<file path="src/rtl/flags_unit.sv">
// Architectural flags register {N,Z,C,V,Q} with exception save/restore stack.
// Define FLAGS_NEST_EN for a two-entry save stack; otherwise a single entry is kept.
module flags_unit #(
    parameter int FLAGS_W = 5
) (
    input  logic               clk,
    input  logic               reset_n,
    input  logic               stall,
    input  logic               flush,
    input  logic [FLAGS_W-1:0] alu_flags,
    input  logic [1:0]         flags_write,
    input  logic               cond_ex,
    input  logic               sat,
    input  logic               msr_we,
    input  logic [FLAGS_W-1:0] msr_data,
    input  logic               exc_entry,
    input  logic               exc_return,
    output logic [FLAGS_W-1:0] flags,
    output logic [FLAGS_W-1:0] flags_fwd,
    output logic [FLAGS_W-1:0] spsr,
    output logic               saved,
    output logic               nest_err
);

    typedef enum logic {
        IDLE,
        SAVED
    } state_t;

    state_t             state_q, state_d;
    logic [FLAGS_W-1:0] flags_q, flags_d;
    logic [FLAGS_W-1:0] stk0_q, stk0_d;
    logic               err_q, err_d;
`ifdef FLAGS_NEST_EN
    logic [FLAGS_W-1:0] stk1_q, stk1_d;
    logic               full_q, full_d;
`endif

    always_ff @(posedge clk) begin
        if (!reset_n) begin
            state_q <= IDLE;
            flags_q <= '0;
            stk0_q  <= '0;
            err_q   <= 1'b0;
`ifdef FLAGS_NEST_EN
            stk1_q  <= '0;
            full_q  <= 1'b0;
`endif
        end else begin
            state_q <= state_d;
            flags_q <= flags_d;
            stk0_q  <= stk0_d;
            err_q   <= err_d;
`ifdef FLAGS_NEST_EN
            stk1_q  <= stk1_d;
            full_q  <= full_d;
`endif
        end
    end

    // Priority chain: stall > entry > return > flush > MSR > ALU.
    always_comb begin
        state_d = state_q;
        flags_d = flags_q;
        stk0_d  = stk0_q;
        err_d   = 1'b0;
`ifdef FLAGS_NEST_EN
        stk1_d  = stk1_q;
        full_d  = full_q;
`endif
        if (!reset_n) begin
            state_d = IDLE;
            flags_d = '0;
            stk0_d  = '0;
`ifdef FLAGS_NEST_EN
            stk1_d  = '0;
            full_d  = 1'b0;
`endif
        end else if (stall) begin
            err_d = 1'b0;
        end else if (exc_entry) begin
            if (state_q == IDLE) begin
                stk0_d  = flags_q;
                state_d = SAVED;
            end
`ifdef FLAGS_NEST_EN
            else if (!full_q) begin
                stk1_d = flags_q;
                full_d = 1'b1;
            end
`endif
            else begin
                err_d = 1'b1;
            end
        end else if (exc_return) begin
            if (state_q == IDLE) begin
                err_d = 1'b1;
            end
`ifdef FLAGS_NEST_EN
            else if (full_q) begin
                flags_d = stk1_q;
                stk1_d  = '0;
                full_d  = 1'b0;
            end
`endif
            else begin
                flags_d = stk0_q;
                stk0_d  = '0;
                state_d = IDLE;
            end
        end else if (flush) begin
            flags_d = flags_q;
        end else if (msr_we) begin
            flags_d = msr_data;
        end else if (cond_ex) begin
            if (flags_write[1]) begin
                flags_d[4:3] = alu_flags[4:3];
            end
            if (flags_write[0]) begin
                flags_d[2:1] = alu_flags[2:1];
            end
            flags_d[0] = flags_q[0] | sat;
        end
    end

    always_comb begin
        spsr = '0;
        if (state_q == SAVED) begin
            spsr = stk0_q;
        end
`ifdef FLAGS_NEST_EN
        if (full_q) begin
            spsr = stk1_q;
        end
`endif
    end

    assign flags     = flags_q;
    assign flags_fwd = flags_d;
    assign saved     = (state_q == SAVED);
    assign nest_err  = err_q;

endmodule

</file>
<file path="config.mk">
export PLATFORM = sky130hd
export DESIGN_NAME = flags_unit
export DESIGN_NICKNAME = d
export VERILOG_FILES = /design/src/rtl/flags_unit.sv
export SDC_FILE = /design/constraint.sdc
export NUM_CORES = 1
export LEC_CHECK = 0
export ABC_AREA = 1
export BUFFER_PORTS_ARGS = -buffer_cell sky130_fd_sc_hd__buf_2
export CAP_MARGIN = 20
export CORE_MARGIN = 2
export CORE_UTILIZATION = 48
export DETAILED_ROUTE_END_ITERATION = 6
export PLACE_DENSITY = 0.9
export SETUP_SLACK_MARGIN = 0.02
export SLEW_MARGIN = 10
export SYNTH_ARGS = -nofsm -noshare
export SYNTH_HDL_FRONTEND = slang
export SYNTH_SLANG_ARGS = --single-unit
</file>
<file path="constraint.sdc">
create_clock -name clk -period 3.11 [get_ports clk]
set_input_delay 0.1555 -clock clk [delete_from_list [all_inputs] [get_ports clk]]
set_output_delay 0.1555 -clock clk [all_outputs]
set_load 0.02 [all_outputs]
</file>
==> PnR_summary.wiki <==
{| class="wikitable"
! Metric !! Value
|-
| Starting density of the core || 0.514
|-
| Post-route clock period utilization || 0.538
|-
| CP cell instances || inv_2, nand2_1, nand2_1, o21ai_0, inv_1, nand2_1, a21oi_1, buf_2
|-
| Fillcell total || between 150 and 200
|-
| Num CTS Buffers || 3
|-
| Largest area contributor in the netlist || dfxtp_1
|-
| Number of placed instances with taps included || ~190
|-
| Overflow left after global routing || 0
|-
| Cell type group with the largest total delay on the critical path || flip-flops
|-
| Vias after detailed routing || just over 900
|-
| Total standard cell area after synthesis || a little under 800 um^2
|-
| CP max stage delay || approximately 480 ps
|-
| Clock transition at the registers of the reported paths || approximately 70 ps
|-
| Critical path arrival || ~1500 ps
|-
| Required time of the worst setup path || roughly 3000 ps
|-
| Maximum net fanout on the critical path || 8
|-
| Buf/Inv on CP || 3
|-
| Placeable core region || around 1500 um^2
|-
| Count of boundary I/O pins || 38
|-
| Net count of the finished layout || 197
|-
| Weighted congestion reported at the end of routability-driven placement || between 0.7 and 0.8
|-
| Final routed DRC violation total || 0
|-
| Detailed Place HPWL || 1450 um
|-
| Max-cap violations || 0
|-
| Setup TNS || 0 ps
|-
| Maximum count of clock buffers along a single path || 2
|-
| Average wire per standard cell || approximately 9.6 um
|-
| Most common cell after layout, fill and taps aside || nand2_1
|-
| Clk_lat worst skew || roughly 280 ps
|-
| Antenna violations before repair || 0
|-
| Reg2reg setup slack || 1930 ps
|-
| Commonest non-fill, non-tap cells in the layout || nand2_1 (55), buf_2 (36), a21oi_1 (19)
|-
| Width of the chip || about 44 um
|-
| Worst hold-check slack || between 100 and 150 ps
|-
| Total power || 0.000366 W
|-
| Mapped Nets || between 150 and 200
|-
| Post-synthesis sequential area ratio || 0.307
|-
| Largest net degree at the start of global routing || 17
|-
| Mean Syn Cell Area || ~5.7 um^2
|-
| Std-Cell Rows || 14
|-
| Count of unique library cells instantiated by Yosys || 16
|-
| Area growth from synthesis to layout || 29.1%
|-
| Transition at the pin with the smallest max-transition slack || around 450 ps
|-
| Number of global-route vias before repair || ~740
|-
| Buffers inserted during post-CTS setup optimization || 0
|-
| Hold Path Origin || reset_n
|-
| CTS Hold Bufs || 0
|-
| Clock root cell || clkbuf_4
|-
| Antenna Cells || 0
|-
| Status || finished, final reports clean
|-
| Ys Warns || 0
|-
| Startpoint class of the critical path || flop
|-
| First-pass GRT wire length || between 2000 and 3000 um
|-
| Number of gates given a new drive strength after cts || 0
|-
| DRT Wirelength || approximately 1800 um
|-
| Cell with the most instances on the worst path || nand2_1
|-
| Footprint of the flip-flops and latches || between 200 and 250 um^2
|-
| Register bit total from synthesis || 12
|-
| LEAKAGE || 0.591 nW
|-
| Detailed Route Iter0 Violations || 17
|-
| Highest achievable clock rate || between 0.5 and 0.6 GHz
|-
| Cell area power density || between 300 and 400 nW/um^2
|-
| Worst setup EP type || output pin
|-
| Area share of the largest cell type after synthesis || 0.307
|-
| Largest cells by area after synthesis || dfxtp_1 (31%), nand2_1 (26%), a21oi_1 (12%), inv_1 (7.7%), nand3_1 (6.4%)
|-
| Crit path time final || 1670 ps
|-
| Number of detailed-route iterations in the first pass || 4
|-
| Vertical extent of the die || 44.4 um
|-
| Worst hold path class || in2reg
|-
| H-tree depth reported by CTS || 1
|-
| Skew final || approximately 1.4 ps
|-
| Worst supply voltage drop on vdd || 0.310 mV
|-
| Final count of hold timing violations || 0
|-
| TritonCTS Sinks || 12
|-
| Max-slew violation count || 0
|-
| RR Startpoint || saved
|-
| Total of buffers placed on input and output ports || 36
|-
| Setup violators final || 0
|-
| Share of final-layout standard cells stronger than drive strength 1 || 0.257
|-
| Multi-input logic area || ~460 um^2
|-
| End-of-flow core utilization || 0.663
|-
| Normalized max-slew margin || 0.703
|-
| WS Path Type || reg2out
|-
| Non-filler instance count after layout || about 190
|-
| Final ANT Viol Nets || 0
|-
| RSZ-0062 raised after global routing || false
|-
| TritonCTS clock tree || built
|-
| Global router's overall resource usage || 0.199
|-
| Detail-routed via count per cell || around 4.8
|-
| Area enclosed by the die boundary || between 1500 and 2000 um^2
|-
| Critical path origin || saved
|-
| Mapped Cells || roughly 140
|-
| Cell with the largest stage delay on the worst path || dfxtp_1
|}
==> layer usage <==
layer	global-route usage	up-vias	share of wire
li1	-	511	-
met1	0.252	374	0.45
met2	0.332	33	0.46
met3	0.0286	5	0.070
met4	0.0909	0	0.016
met5	0	-	0
==> cell usage after synthesis (all sizes together) <==
library cell   n
or2            1
inv           19
buf            1
dfxtp         12
nand2         55
nor2          11
a21oi         20
o21a           1
o21ai          5
nand3         10
clkbuf         1
a211oi         1
==> power breakdown <==
group	internal, W	switching [W]	total, W
clock	0.0000713	0.0000536	0.000125
sequential	0.000158	0.00000533	0.000163
combinational	0.0000296	0.0000483	0.0000779
==> through the flow <==
step / cell area [um^2] / setup slack [ps]
3_3_place_gp: 975 / 1750
2_1_floorplan: 783 / 1700
4_1_cts: 1010 / 1440
6_report: 1010 / 1440
3_5_place_dp: 975 / 1740
5_1_grt: 1010 / 1310
==> kinds of logic after synthesis <==
group | Yosys count | share of synthesized area
AOI/OAI and AO/OA | 27 | 0.193
and+or+nand+nor | 77 | 0.398
buffers and inverters | 21 | 0.102
DFF | 12 | 0.307
==> flip-flops by register name (all words and copies together), names as in the netlist <==
signal and count:
stk0_q 5, saved 1, flags 5, nest_err 1
==> final timing paths <==
| kind | to | cells past startpoint |
|---|---|---|
| min reg2reg | stk0_q[0] | 2 |
| min | saved | 2 |
| max reg2reg | flags[3] | 7 |
| max | flags_fwd[3] | 8 |
==> area by class of cell <==
cell class,count,share of cell area
multi-input combinational,104,0.458
sequential,12,0.238
timing repair buffer,36,0.178
inverter,19,0.0705
clock buffer,4,0.0359
tap,16,0.0198
Power figures use the tool's default switching activity.
